File: src/rtl/rv_iommu_pkg.sv
// rtl/rv_iommu_pkg.sv - shared IOMMU HPM event types and constants
package rv_iommu_pkg;

    localparam int HPM_N_EVT = 6;

    typedef enum logic [2:0] {
        HPM_EVT_TR_REQ     = 3'd0,
        HPM_EVT_IOTLB_MISS = 3'd1,
        HPM_EVT_DDT_WALK   = 3'd2,
        HPM_EVT_PDT_WALK   = 3'd3,
        HPM_EVT_S1_PTW     = 3'd4,
        HPM_EVT_S2_PTW     = 3'd5
    } hpm_evt_idx_e;

    typedef struct packed {
        logic [HPM_N_EVT-1:0] mask;
        logic [23:0]          did;
        logic [19:0]          pid;
        logic                 pid_v;
        logic [19:0]          pscid;
        logic [15:0]          gscid;
    } hpm_evt_entry_t;

endpackage

File: src/rtl/rv_iommu_sync_fifo.sv
// rtl/rv_iommu_sync_fifo.sv - synchronous FIFO with registered head output
module rv_iommu_sync_fifo #(
    parameter int  DEPTH = 4,
    parameter type T     = logic
) (
    input  logic                     clk_i,
    input  logic                     rst_i,
    input  logic                     push_i,
    input  T                         data_i,
    input  logic                     pop_i,
    output T                         data_o,
    output logic                     full_o,
    output logic                     empty_o,
    output logic [$clog2(DEPTH):0]   level_o
);

    localparam int AW = $clog2(DEPTH);
    localparam int LW = AW + 1;

    T              mem_q [DEPTH];
    T              head_d, head_q;
    logic [AW-1:0] wr_ptr_d, wr_ptr_q;
    logic [AW-1:0] rd_ptr_d, rd_ptr_q;
    logic [LW-1:0] level_d, level_q;
    logic          push_ok, pop_ok;

    assign empty_o = (level_q == '0);
    assign full_o  = (level_q == LW'(DEPTH));
    assign pop_ok  = pop_i & ~empty_o;
    assign push_ok = push_i & (~full_o | pop_ok);

    // The head is re-registered from storage so data_o has no path from data_i
    always_comb begin
        wr_ptr_d = wr_ptr_q;
        rd_ptr_d = rd_ptr_q;
        level_d  = level_q;
        head_d   = head_q;
        if (push_ok) begin
            wr_ptr_d = wr_ptr_q + AW'(1);
        end
        if (pop_ok) begin
            rd_ptr_d = rd_ptr_q + AW'(1);
        end
        if (push_ok && !pop_ok) begin
            level_d = level_q + LW'(1);
        end else if (pop_ok && !push_ok) begin
            level_d = level_q - LW'(1);
        end
        if (push_ok || pop_ok) begin
            if (push_ok && (wr_ptr_q == rd_ptr_d)) begin
                head_d = data_i;
            end else begin
                head_d = mem_q[rd_ptr_d];
            end
        end
    end

    always_ff @(posedge clk_i) begin
        if (rst_i) begin
            wr_ptr_q <= '0;
            rd_ptr_q <= '0;
            level_q  <= '0;
            head_q   <= '0;
        end else begin
            wr_ptr_q <= wr_ptr_d;
            rd_ptr_q <= rd_ptr_d;
            level_q  <= level_d;
            head_q   <= head_d;
        end
    end

    always_ff @(posedge clk_i) begin
        if (push_ok) begin
            mem_q[wr_ptr_q] <= data_i;
        end
    end

    assign data_o  = head_q;
    assign level_o = level_q;

endmodule

File: src/rtl/rv_iommu_hpm_evq.sv
// rtl/rv_iommu_hpm_evq.sv - HPM event edge detect and queue; RV_IOMMU_HPM_EVQ_DROP_CNT_EN adds drop_cnt_o
module rv_iommu_hpm_evq
    import rv_iommu_pkg::*;
#(
    parameter int DEPTH = 4,
    parameter int CNT_W = 16
) (
    input  logic                   clk_i,
    input  logic                   rst_i,
    input  logic                   tr_request_i,
    input  logic                   iotlb_miss_i,
    input  logic                   ddt_walk_i,
    input  logic                   pdt_walk_i,
    input  logic                   s1_ptw_i,
    input  logic                   s2_ptw_i,
    input  logic [23:0]            did_i,
    input  logic [19:0]            pid_i,
    input  logic                   pid_v_i,
    input  logic [19:0]            pscid_i,
    input  logic [15:0]            gscid_i,
    output logic                   evt_valid_o,
    input  logic                   evt_ready_i,
    output logic [5:0]             evt_mask_o,
    output logic [23:0]            evt_did_o,
    output logic [19:0]            evt_pid_o,
    output logic                   evt_pid_v_o,
    output logic [19:0]            evt_pscid_o,
    output logic [15:0]            evt_gscid_o,
    input  logic                   ovf_clr_i,
    output logic                   ovf_o,
`ifdef RV_IOMMU_HPM_EVQ_DROP_CNT_EN
    output logic [CNT_W-1:0]       drop_cnt_o,
`endif
    output logic [$clog2(DEPTH):0] level_o
);

    logic [HPM_N_EVT-1:0] vec, rise;
    logic [HPM_N_EVT-1:0] prev_d, prev_q;
    logic                 ovf_d, ovf_q;
    logic                 push_req, pop, full, empty, drop;
    hpm_evt_entry_t       in_entry, head;

    always_comb begin
        vec                     = '0;
        vec[HPM_EVT_TR_REQ]     = tr_request_i;
        vec[HPM_EVT_IOTLB_MISS] = iotlb_miss_i;
        vec[HPM_EVT_DDT_WALK]   = ddt_walk_i;
        vec[HPM_EVT_PDT_WALK]   = pdt_walk_i;
        vec[HPM_EVT_S1_PTW]     = s1_ptw_i;
        vec[HPM_EVT_S2_PTW]     = s2_ptw_i;
    end

    assign prev_d   = vec;
    assign rise     = vec & ~prev_q;
    assign push_req = (rise != '0);
    assign pop      = evt_valid_o & evt_ready_i;
    // A full queue only loses the entry when the HPM is not draining this cycle
    assign drop     = push_req & full & ~pop;
    assign ovf_d    = drop | (ovf_q & ~ovf_clr_i);

    always_comb begin
        in_entry       = '0;
        in_entry.mask  = rise;
        in_entry.did   = did_i;
        in_entry.pid   = pid_i;
        in_entry.pid_v = pid_v_i;
        in_entry.pscid = pscid_i;
        in_entry.gscid = gscid_i;
    end

    rv_iommu_sync_fifo #(
        .DEPTH (DEPTH),
        .T     (hpm_evt_entry_t)
    ) u_fifo (
        .clk_i   (clk_i),
        .rst_i   (rst_i),
        .push_i  (push_req),
        .data_i  (in_entry),
        .pop_i   (pop),
        .data_o  (head),
        .full_o  (full),
        .empty_o (empty),
        .level_o (level_o)
    );

    always_ff @(posedge clk_i) begin
        if (rst_i) begin
            prev_q <= '0;
            ovf_q  <= 1'b0;
        end else begin
            prev_q <= prev_d;
            ovf_q  <= ovf_d;
        end
    end

`ifdef RV_IOMMU_HPM_EVQ_DROP_CNT_EN
    logic [CNT_W-1:0] cnt_d, cnt_q;

    always_comb begin
        cnt_d = ovf_clr_i ? '0 : cnt_q;
        if (drop && (cnt_d != '1)) begin
            cnt_d = cnt_d + CNT_W'(1);
        end
    end

    always_ff @(posedge clk_i) begin
        if (rst_i) begin
            cnt_q <= '0;
        end else begin
            cnt_q <= cnt_d;
        end
    end

    assign drop_cnt_o = cnt_q;
`endif

    assign evt_valid_o = ~empty;
    assign evt_mask_o  = head.mask;
    assign evt_did_o   = head.did;
    assign evt_pid_o   = head.pid;
    assign evt_pid_v_o = head.pid_v;
    assign evt_pscid_o = head.pscid;
    assign evt_gscid_o = head.gscid;
    assign ovf_o       = ovf_q;

endmodule

File: config.mk
export PLATFORM = sky130hd
export DESIGN_NAME = rv_iommu_hpm_evq
export DESIGN_NICKNAME = d
export VERILOG_FILES = /design/src/rtl/rv_iommu_pkg.sv /design/src/rtl/rv_iommu_sync_fifo.sv /design/src/rtl/rv_iommu_hpm_evq.sv
export SDC_FILE = /design/constraint.sdc
export NUM_CORES = 1
export LEC_CHECK = 0
export BUFFER_PORTS_ARGS = -buffer_cell sky130_fd_sc_hd__buf_2
export CAP_MARGIN = 10
export CORE_ASPECT_RATIO = 1.1
export CORE_MARGIN = 2
export CORE_UTILIZATION = 59
export CTS_CLUSTER_DIAMETER = 150
export DETAILED_ROUTE_END_ITERATION = 8
export PLACE_DENSITY = 0.81
export RECOVER_POWER = 50
export SLEW_MARGIN = 15
export SYNTH_ARGS = -nofsm -noshare
export SYNTH_HDL_FRONTEND = slang
export SYNTH_SLANG_ARGS = --single-unit
File: constraint.sdc
create_clock -name clk_i -period 4.9 [get_ports clk_i]
set_input_delay 0.49 -clock clk_i [delete_from_list [all_inputs] [get_ports clk_i]]
set_output_delay 0.49 -clock clk_i [all_outputs]
set_load 0.02 [all_outputs]
=== Word level (Yosys, flattened, before mapping) ===
Memories as Yosys holds them, arrays and structs flattened. A register that Yosys moved wholly into a read port is not among the register bits.
Index checks and enable logic that the tools add are counted.

* Register bits: 14
* Latch bits: 0
* RAM bits: 348
* Bits in read-only memories: 0
* Bits of input ports: 91
* Logic and storage cells: 38
* Memories kept: 1

* Add/sub/neg operators: 4
* $mul: 0
* Div/mod/pow operators: 0
* Order comparisons: 0
* Equality and inequality tests: 1
* Shift-type cells: 0
* Multiplexer cells: 5
* Bitwise operators: 14
* Reductions and logical operators: 8

{| class="wikitable"
|+ Memory list
! name !! words !! width !! read ports !! clocked after Yosys merged registers in !! wr ports !! RTL line !! text
|-
| u_fifo.mem_q || 4 || 87 || 1 || 1 || 1 || rv_iommu_sync_fifo.sv:20 || <nowiki>T mem_q [DEPTH];</nowiki>
|}

{| class="wikitable"
|+ Operator list
! operator !! count
|-
| $and 1x1->1 || 6
|-
| $and 6x6->6 || 1
|-
| $mux 3 || 2
|-
| $not 6->6 || 1
|-
| $reduce_bool 6->1 || 1
|-
| $add 2x1->2 const B || 2
|-
| $not 1->1 || 4
|-
| $add 3x1->3 const B || 1
|-
| $eq 3x3->1 const B || 1
|-
| $logic_not 3->1 || 1
|-
| $sub 3x1->3 const B || 1
|-
| $logic_and 1x1->1 || 2
|-
| $logic_not 1->1 || 2
|-
| $mux 1 || 2
|-
| $mux 2 || 1
|-
| $or 1x1->1 || 2
|-
| $reduce_bool 2->1 || 1
|-
| $logic_or 1x1->1 || 1
|}

=== Logic depth before layout (Yosys ltp) ===
Gate-level depths: netlist (run 1).

* Depth in word-level cells: 10
* Mapped depth: 12
* Depth with buffers taken out: 10

=== Cells and area by module ===
A second synthesis (run 1) with hierarchy kept.

* Cells, all modules: 1971
* Area, all modules: 21996.1 µm²

{| class="wikitable"
|+ Modules (own cells, without submodules)
! module !! times used !! cells an instance !! area each (µm²)
|-
| rv_iommu_sync_fifo || 1 || 1942 || 21680.8
|-
| rv_iommu_hpm_evq || 1 || 29 || 315.3
|}

=== Worst setup path after synthesis (run 1) ===
OpenSTA, ideal clock, no wires.

* Path type: input port to flip-flop
* From: in tr_request_i
* To: mem u_fifo.mem_q[1][0] (netlist name), enable pin
* Library setup time: 0.455 ns
* Data arrival time: 3.416 ns
* Data required time: 4.445 ns
* Setup slack: 1.028 ns
* Stages: 5
* Path buffers: 1
* Path through: nor2b_1 > nor4_1 > a21oi_1 > buf_1 > and2_1

* Longest elaborated chain between the ends: 5

{| class="wikitable"
|+ RTL lines
! element !! RTL line !! text
|-
| start, declared || rv_iommu_hpm_evq.sv:10 || <nowiki>input logic tr_request_i,</nowiki>
|-
| $and 6x6->6 || rv_iommu_hpm_evq.sv:54 || <nowiki>assign rise = vec & ~prev_q;</nowiki>
|-
| $reduce_bool 6->1 || rv_iommu_hpm_evq.sv:55 || <nowiki>assign push_req = (rise != '0);</nowiki>
|-
| $and 1x1->1 || rv_iommu_sync_fifo.sv:30 || <nowiki>assign push_ok = push_i & (~full_o | pop_ok);</nowiki>
|-
| net u_fifo.push_ok || rv_iommu_sync_fifo.sv:25 || <nowiki>logic push_ok, pop_ok;</nowiki>
|-
| $mux 1 || rv_iommu_sync_fifo.sv:73 || <nowiki>if (push_ok) begin</nowiki>
|-
| $mux 1 (implied by the code) || rv_iommu_sync_fifo.sv:74 || <nowiki>mem_q[wr_ptr_q] <= data_i;</nowiki>
|-
| end, declared || rv_iommu_sync_fifo.sv:20 ||
|}

The timed path passes the listed nets, and every way through them passes these cells.

=== Final worst setup path (run 1) ===
* From: reg u_fifo.level_q[0] (netlist: u_fifo.level_o[0])
* To: reg u_fifo.level_q[2] (netlist: u_fifo.level_o[2])

* Longest elaborated chain between the ends: 9
* Elaborated cells on any way between the ends: 17
* Those cells by class: 2 x add/sub; 1 x eq/ne; 2 x mux; 6 x bitwise; 6 x reduce/logical

{| class="wikitable"
|+ RTL lines
! element !! RTL line !! text
|-
| start, declared || rv_iommu_sync_fifo.sv:24 || <nowiki>logic [LW-1:0] level_d, level_q;</nowiki>
|-
| start signal, assigned || rv_iommu_sync_fifo.sv:67 || <nowiki>level_q <= level_d;</nowiki>
|-
| $logic_not 3->1 || rv_iommu_sync_fifo.sv:27 || <nowiki>assign empty_o = (level_q == '0);</nowiki>
|-
| $not 1->1 || rv_iommu_sync_fifo.sv:29, rv_iommu_hpm_evq.sv:117 ||
|-
| $and 1x1->1 || rv_iommu_hpm_evq.sv:56 || <nowiki>assign pop = evt_valid_o & evt_ready_i;</nowiki>
|-
| $and 1x1->1 || rv_iommu_sync_fifo.sv:29 || <nowiki>assign pop_ok = pop_i & ~empty_o;</nowiki>
|-
| $or 1x1->1 || rv_iommu_sync_fifo.sv:30 ||
|-
| $and 1x1->1 || rv_iommu_sync_fifo.sv:30 ||
|-
| $logic_not 1->1 || rv_iommu_sync_fifo.sv:46 || <nowiki>end else if (pop_ok && !push_ok) begin</nowiki>
|-
| $logic_and 1x1->1 || rv_iommu_sync_fifo.sv:46 ||
|-
| $reduce_bool 2->1 (no source line) || -- ||
|}

Several ways; a longest one is shown, not always the timed one. The select of a mux whose other input is x is not followed.
A chain may end at the register's enable or synchronous reset.

==> results.txt, run 1 <==
----------------------------------------------------
[Placed design]
  Half-perimeter wire length after detailed placement ... 27500 um
  Dpl ws ... 1380 ps
  Number of buffers added on ports ... 182
  Final estimated routing congestion in global placement ... 0.769

[Worst setup path]
  Worst-path fanout max ... 99
  Delay of the slowest critical-path stage ... 930 ps
  CP max stage cell ... sky130_fd_sc_hd__buf_4
  Kind of start point of the critical path ... flop
  Start of the worst register-to-register path ... u_fifo.level_o[0]
  End of the worst register-to-register path ... u_fifo.level_o[2]
  Required time worst endpoint ... 5300 ps
  Register-to-register setup slack ... 1430 ps
  Critical Path End Type ... flop
  Series of cell instances along the critical path ... o31a_2 -> clkinvlp_2 -> buf_4 -> ha_1 -> inv_1 -> fa_1 -> xnor2_1 -> nand2_1 -> xor2_1 -> nor2_1
  Number of cell instances on the worst register-to-register path ... 10
  Critical setup path kind ... flop to flop
  Critical path data arrival time ... 3870 ps

[Finish]
  Area growth, synth to finish ... 12.0%
  Filler Cell Count ... 2383
  Nets ... 1743
  Ratio of cells with drive above 1 in the final layout ... 12.7%

[Global routing]
  Wire length of the first global-routing pass ... 79200 um
  Largest net degree at the start of global routing ... 149
  Global Route Usage Sum ... 29.1%
  Final global-route overflow total ... 0
  Via count of the first global-routing pass ... 14900
  Antenna violations before repair ... 3

[Die]
  Height of the die ... 195 um
  Die boundary width ... 177 um
  FP Rows ... 69
  Core area ... 32500 sq um
  Boundary pin count ... 183
  Starting density of the core ... 60.1%
  Area enclosed by the die boundary ... 34600 sq um

[STA]
  Setup tns final ... 0 ps
  Count of final setup violators ... 0
  Final worst setup slack ... 1430 ps
  Setup repair after global routing missed its margin ... no
  Total count of hold-check failures in the final report ... 0
  Period minus WS final ... 3470 ps
  Share of the clock period used by the worst path after layout ... 70.7%
  Worst slew margin relative to its limit ... 22.0%
  Slew Limit Fails ... 0
  Pin slew with the least headroom to its limit ... 1170 ps
  Clock skew ... 15.2 ps
  Fmax ... 0.289 GHz

[Clocking]
  Number of H-tree levels ... 2
  Clock transition at the registers of the reported paths ... 60 ps
  Post-CTS sizing ... 0
  Buffer cell driving the clock tree root ... sky130_fd_sc_hd__clkbuf_16
  Quantity of hold-fixing buffers added after cts ... 0
  Num Clock Sinks ... 449
  Skew-Pair Late Insertion Delay ... 550 ps
  Max Buffers Root-to-Sink ... 3
  CTS Buf Count ... 45
  Clock tree from TritonCTS ... yes
  Post-CTS setup buffers ... 0

[Synthesis]
  Most used flip-flop cell after synthesis ... sky130_fd_sc_hd__edfxtp_1
  Multiplexer share of the synthesized area ... 5.07%
  Synthesized net count ... 1653
  Synth async-reset ratio ... 0%
  Cell count after synthesis ... 1555
  Post-synthesis xor/xnor area fraction ... 0.314%
  Arithmetic-cell share of the synthesized area counting full adders, half adders and majority gates ... 0.487%
  Average cell area after synthesis ... 12.6 sq um
  Post-synthesis simple-gate area fraction ... 8.94%
  Compound-cell area share of the yosys netlist ... 17.6%
  Number of flip-flops and latches in the synthesized netlist ... 449
  Main combinational cell family by area after synthesis ... compound AO/OA/AOI/OAI gates
  Seq/Total Area, Yosys ... 63.9%
  Number of warnings issued by yosys ... 0
  Distinct cells, synth ... 40
  Number of enable-type register cells in the synthesized netlist ... 348
  Netlist area before placement ... 19500 sq um

[Hold path]
  Hold Path Cell Cnt ... 2
  Min-Delay Endpoint ... prev_q[3]
  Worst hold-check path type ... input pin to flop
  Worst hold start ... pdt_walk_i

[Power]
  Part of the power in the clock network ... 24.4%
  Pwr Density ... 635 nW/um^2
  Proportion of power drawn by flip-flops and latches ... 40.3%
  Switching share of power ... 38.0%
  Internal portion of total power ... 8.60 mW
  Part of the total power dissipated in combinational logic ... 35.2%
  Total Power ... 13.9 mW
  Largest vdd supply drop ... 0.547 mV
  Leakage power total ... 6.65 nW
  Net switching power ... 5.28 mW

[Drt]
  Drc violations ... 0
  Vias per inst ... 7.03
  Total Wirelength ... 51400 um
  Routed length per instance ... 24.4 um
  Routed via count ... 14800
  Detailed Route Iter0 Violations ... 1821
  Remaining antenna violation count after routing ... 0
  Initial DRT Pass Iterations ... 5

[Status]
  Status ... finished, final reports clean

[Flow run]
  Number of maximum-capacitance constraint violations ... 0

----------------------------------------------------
## per-layer routing
| metal | up-vias | part of all wire (%) | track usage, % |
|---|---|---|---|
| li1 | 6437 | - | - |
| met1 | 7340 | 38 | 38.1 |
| met2 | 902 | 49 | 47.7 |
| met3 | 128 | 9.8 | 5.54 |
| met4 | 2 | 3.2 | 12.0 |
| met5 | - | 0.025 | 0 |
## area by class of cell
type                    instances  area [sq um]  area share [%]
diodes                          3          7.51          0.0343
clock buffers                  56          1200            5.48
clock inverters                25           249            1.14
inverters                       6          23.8           0.109
multi-input cells             932          6380            29.2
flip-flops and latches        449         12500            57.1
well taps                     426           533            2.44
repair buffers                211           998            4.57
## Yosys cell counts, types with 2 or more instances
library cell | count | area [sq um]
sky130_fd_sc_hd__edfxtp_1 | 348 | 10500
sky130_fd_sc_hd__o21ai_0 | 210 | 1050
sky130_fd_sc_hd__clkbuf_1 | 139 | 522
sky130_fd_sc_hd__dfxtp_1 | 101 | 2020
sky130_fd_sc_hd__nor3_1 | 88 | 440
sky130_fd_sc_hd__a32oi_1 | 87 | 762
sky130_fd_sc_hd__mux2_2 | 87 | 980
sky130_fd_sc_hd__nand3_1 | 87 | 435
sky130_fd_sc_hd__o221ai_1 | 87 | 762
sky130_fd_sc_hd__nor3b_1 | 86 | 646
sky130_fd_sc_hd__o22ai_1 | 86 | 538
sky130_fd_sc_hd__o21ai_1 | 50 | 250
sky130_fd_sc_hd__nor2b_1 | 14 | 87.6
sky130_fd_sc_hd__buf_2 | 13 | 65.1
sky130_fd_sc_hd__nor2_1 | 10 | 37.5
sky130_fd_sc_hd__buf_1 | 9 | 33.8
sky130_fd_sc_hd__ha_1 | 6 | 75.1
sky130_fd_sc_hd__inv_1 | 5 | 18.8
sky130_fd_sc_hd__xnor2_1 | 5 | 43.8
sky130_fd_sc_hd__and2_1 | 4 | 25.0
sky130_fd_sc_hd__buf_6 | 4 | 45.0
sky130_fd_sc_hd__nand2_1 | 4 | 15.0
sky130_fd_sc_hd__a21oi_1 | 3 | 15.0
sky130_fd_sc_hd__buf_4 | 3 | 22.5
sky130_fd_sc_hd__nand2b_1 | 2 | 12.5
sky130_fd_sc_hd__o31a_1 | 2 | 17.5
sky130_fd_sc_hd__xor2_1 | 2 | 17.5
## power groups by stage
| stage | Clock, mW | Combinational [mW] | Sequential [mW] |
|---|---|---|---|
| 3_3_place_gp | 0 | 4.72 | 5.58 |
| 6_report | 3.39 | 4.89 | 5.60 |
| 5_1_grt | 3.56 | 5.28 | 5.67 |
| 4_1_cts | 3.42 | 4.91 | 5.57 |
| 2_1_floorplan | 0 | 3.17 | 5.83 |
| 3_5_place_dp | 0 | 4.89 | 5.63 |
## cell families after synthesis
group | after synthesis
muxes | 88
and+or+nand+nor | 301
AOI/OAI and AO/OA | 529
xor gates and xnor gates | 7
DFF | 449
adders and majority gates | 7
buffers and inverters | 174
## cells in the final DEF (no fill, tap or decap), drive strengths merged, types with 2 or more instances in the layout
cell      count
ha            6
nand2b        2
inv           5
clkinv       19
nor3b        86
nor2b        14
a32oi        87
clkinvlp      2
o21ai       260
a21oi         3
buf          41
o22ai        86
and2          4
dfxtp       101
xnor2         5
mux2         87
bufinv        5
xor2          2
nor3         88
clkbuf      226
nand2         4
o221ai       87
edfxtp      348
nor2         10
diode         3
nand3        87
o31a          2
## flip-flops by register name, indices dropped and copies added (netlist names)
| signal | count |
|---|---|
| u_fifo.wr_ptr_q | 2 |
| ovf_o | 1 |
| u_fifo.rd_ptr_q | 2 |
| u_fifo.data_o | 87 |
| u_fifo.mem_q | 348 |
| prev_q | 6 |
| u_fifo.level_o | 3 |
## worst max-delay path, delay by kind of cell, from the launching register on
family                   cells  cell delay [ps]
AO/OA/AOI/OAI                1              450
adder cells (fa/ha/maj)      2              710
AND/OR/NAND/NOR              2              160
buffers and inverters        3             1230
flip-flops                   1              410
XOR/XNOR                     2              360
## through the flow
stage          instances  hold WS (ps)  util [%]  area (sq um)
2_1_floorplan       1555           490         -         19500
3_3_place_gp        2024           445      63.5         20600
3_5_place_dp        2024           450      63.5         20600
4_1_cts             2105           156      68.0         22100
5_1_grt             2106           167      67.3         21900
6_report            2108           165      67.4         21900
## worst max path at each step
stage / startpoint / end / slack (ps) / cells past startpoint
2_1_floorplan: tr_request_i / u_fifo.mem_q[1][0] / 1030 / 5
3_3_place_gp: tr_request_i / u_fifo.data_o[57] / 1560 / 10
3_5_place_dp: tr_request_i / u_fifo.data_o[40] / 1380 / 10
4_1_cts: u_fifo.level_o[0] / u_fifo.data_o[13] / 1550 / 8
5_1_grt: u_fifo.level_o[0] / u_fifo.level_o[2] / 1250 / 10
6_report: u_fifo.level_o[0] / u_fifo.level_o[2] / 1430 / 10
Note: power is estimated with default switching activity, not from simulation.
==> run 2, diff against run 1 <==
- CORE_UTILIZATION: 59 -> 54
- PLACE_DENSITY: 0.81 -> 0.79
- clock period: 4.9 -> 2.9 ns (I/O delays scaled with it)
==> run 2 against run 1 <==
Compared with the run above:
- setup slack lost 1200 ps
- combinational power up 79%
- largest power group unchanged
- critical endpoint is now u_fifo.data_o[66]
- total power is 74% higher
- non-clock buffer count is 100 higher
==> results.txt, run 2 (synthesis results as in run 1) <==
----------------------------------------------------
[Status]
  Status ... finished, final reports clean

[Worst setup path]
  Series of cell instances along the critical path ... dlygate4sd3_1 -> buf_2 -> nor2b_1 -> nor4_2 -> a21oi_1 -> inv_1 -> ha_1 -> nor2_4 -> buf_4 -> a32oi_1 -> o21ai_1
  Start of the worst register-to-register path ... u_fifo.level_o[0]
  Delay of the slowest critical-path stage ... 540 ps (-390 ps)
  CP Launch Point ... tr_request_i
  Critical path data arrival time ... 3140 ps (-730 ps)
  CP max stage cell ... sky130_fd_sc_hd__dlygate4sd3_1
  Critical Path End Type ... flop
  Crit path max-delay family ... buffers and inverters
  Number of buffers and inverters on the critical path ... 4 (+1)
  Kind of start point of the critical path ... input pin
  Worst-path fanout max ... 18 (-82%)
  Critical setup path kind ... input pin to flop
  Required time worst endpoint ... 3380 ps (-1920 ps)

[Drt]
  Detailed Route Iter0 Violations ... 1889 (+3.7%)
  Routed via count ... 15100 (+2.2%)
  Initial DRT Pass Iterations ... 6 (+1)
  Drc violations ... 0 (unchanged)
  Vias per inst ... 6.66 (-5.2%)
  Routed length per instance ... 23.4 um (-3.9%)
  Total Wirelength ... 53200 um (+3.6%)
  Remaining antenna violation count after routing ... 0 (unchanged)

[Finish]
  Most common library cell in the layout ignoring fill and taps ... sky130_fd_sc_hd__edfxtp_1
  Register with the most flip-flops ... u_fifo.mem_q
  Area growth, synth to finish ... 18.7%
  Flip-flop count of the largest register, all copies and words added ... 348 (unchanged)
  Ratio of cells with drive above 1 in the final layout ... 12.6% (-0.19 points)
  Final non-filler cell area ... 23200 sq um (+6.0%)
  Non-filler cells, final ... 2272 (+7.8%)
  End-of-flow core utilization ... 64.6% (-2.8 points)
  Nets ... 1845 (+5.9%)
  Leading cell types in the layout, fill and taps excluded ... sky130_fd_sc_hd__edfxtp_1 (348), sky130_fd_sc_hd__o21ai_0 (210), sky130_fd_sc_hd__clkbuf_1 (188)

[STA]
  Slew Limit Fails ... 0 (unchanged)
  Total count of hold-check failures in the final report ... 0 (unchanged)
  Final worst setup slack ... 235 ps (-1200 ps)
  Fmax ... 0.375 GHz
  Setup tns final ... 0 ps (unchanged)
  Period minus WS final ... 2660 ps
  Share of the clock period used by the worst path after layout ... 91.9%
  Clock skew ... 19.3 ps (+4.11 ps)
  Worst slew margin relative to its limit ... 26.3% (+4.3 points)
  Pin slew with the least headroom to its limit ... 1110 ps (-64.2 ps)
  Count of final setup violators ... 0 (unchanged)
  Setup repair after global routing missed its margin ... no

[Clocking]
  Skew-Pair Late Insertion Delay ... 560 ps (about the same)
  Max Buffers Root-to-Sink ... 3 (unchanged)
  Num Clock Sinks ... 449 (unchanged)
  Buffer cell driving the clock tree root ... sky130_fd_sc_hd__clkbuf_16
  CTS Buf Count ... 46 (+2.2%)
  Clock tree from TritonCTS ... yes
  Clock transition at the registers of the reported paths ... 60 ps (about the same)
  Number of H-tree levels ... 2 (unchanged)
  Post-CTS setup buffers ... 0 (unchanged)

[Die]
  Boundary pin count ... 183 (unchanged)
  Core area ... 35900 sq um (+11%)
  Height of the die ... 203 um (+4.4%)
  FP Rows ... 73 (+5.8%)
  Area enclosed by the die boundary ... 37700 sq um (+9.1%)
  Die boundary width ... 185 um (+4.4%)
  Starting density of the core ... 54.4% (-5.8 points)

[Hold path]
  Worst hold start ... ddt_walk_i
  Worst hold-check path type ... input pin to flop

[Global routing]
  Wire length of the first global-routing pass ... 80600 um (+1.8%)
  Largest net degree at the start of global routing ... 209 (+40%)
  Final global-route overflow total ... 0 (unchanged)
  Antenna violations before repair ... 1 (-2)
  Via count of the first global-routing pass ... 15000 (+1.0%)
  Global Route Usage Sum ... 27.4% (-1.7 points)

[Placed design]
  Placed Cells ... 2101 (+3.8%)
  Area after DPL ... 21000 sq um (+1.9%)
  Final estimated routing congestion in global placement ... 0.772 (+0.51%)
  Dpl ws ... 127 ps (-1250 ps)
  Half-perimeter wire length after detailed placement ... 28300 um (+2.9%)
  Number of buffers added on ports ... 182 (unchanged)

[Flow run]
  Number of maximum-capacitance constraint violations ... 0 (unchanged)

[Power]
  Leakage power total ... 7.16 nW (+7.6%)
  Pwr Density ... 1040 nW/um^2 (+64%)
  Largest vdd supply drop ... 0.885 mV (+62%)

----------------------------------------------------
## run 2: cell count changes in the layout (fill, tap and decap cells not counted), moves of 3 or more
cell | previous run | this run
sky130_fd_sc_hd__clkbuf_1 | 178 | 188
sky130_fd_sc_hd__clkinv_2 | 16 | 7
sky130_fd_sc_hd__buf_4 | 21 | 18
sky130_fd_sc_hd__dlygate4sd3_1 | 0 | 84
sky130_fd_sc_hd__inv_6 | 0 | 3
sky130_fd_sc_hd__buf_12 | 6 | 21
sky130_fd_sc_hd__clkbuf_8 | 3 | 7
## run 2: routing by layer
layer | track usage (%) | vias up | wire length, um
met3 | 4.13 | 142 | 4520
met1 | 36.0 | 7475 | 21000
li1 | - | 6652 | -
met5 | 0 | - | 0
met2 | 45.0 | 868 | 25900
met4 | 12.8 | 0 | 1820
## run 2: final timing paths
check / to / slack (ps) / cells after the start
max: u_fifo.data_o[66] / 240 / 11
min: prev_q[2] / 30 / 2
max reg2reg: u_fifo.data_o[10] / 320 / 6
min reg2reg: u_fifo.data_o[11] / 470 / 2
## run 2: stage by stage
stage	power, mW	hold WS (ps)
detailed placement	18.1	449
finish	24.2	30.0
global route	25.2	25.1
CTS	24.2	4.54
floorplan	15.2	389
global placement	17.7	445
## run 2: repair_timing
action | CTS | global route
gates resized for setup | 0 | 1
endpoints found under the hold margin | 319 | 0
hold buffers | 84 | 0
setup endpoints to repair | 0 | 19
## run 2: area by class of cell
type | count | area, sq um
repair buffers | 311 | 2110
multi-input cells | 933 | 6390
inverters | 6 | 27.5
diodes | 1 | 2.50
fillers | 2665 | 12700
well taps | 487 | 609
clock inverters | 21 | 239
clock buffers | 64 | 1310
flip-flops and latches | 449 | 12500
## run 2: power breakdown
part	leakage, nW	switching (mW)	internal, mW
Combinational	2.30	5.86	2.88
Clock	0.765	2.45	3.61
Sequential	4.10	0.794	8.60
Total	7.16	9.10	15.1
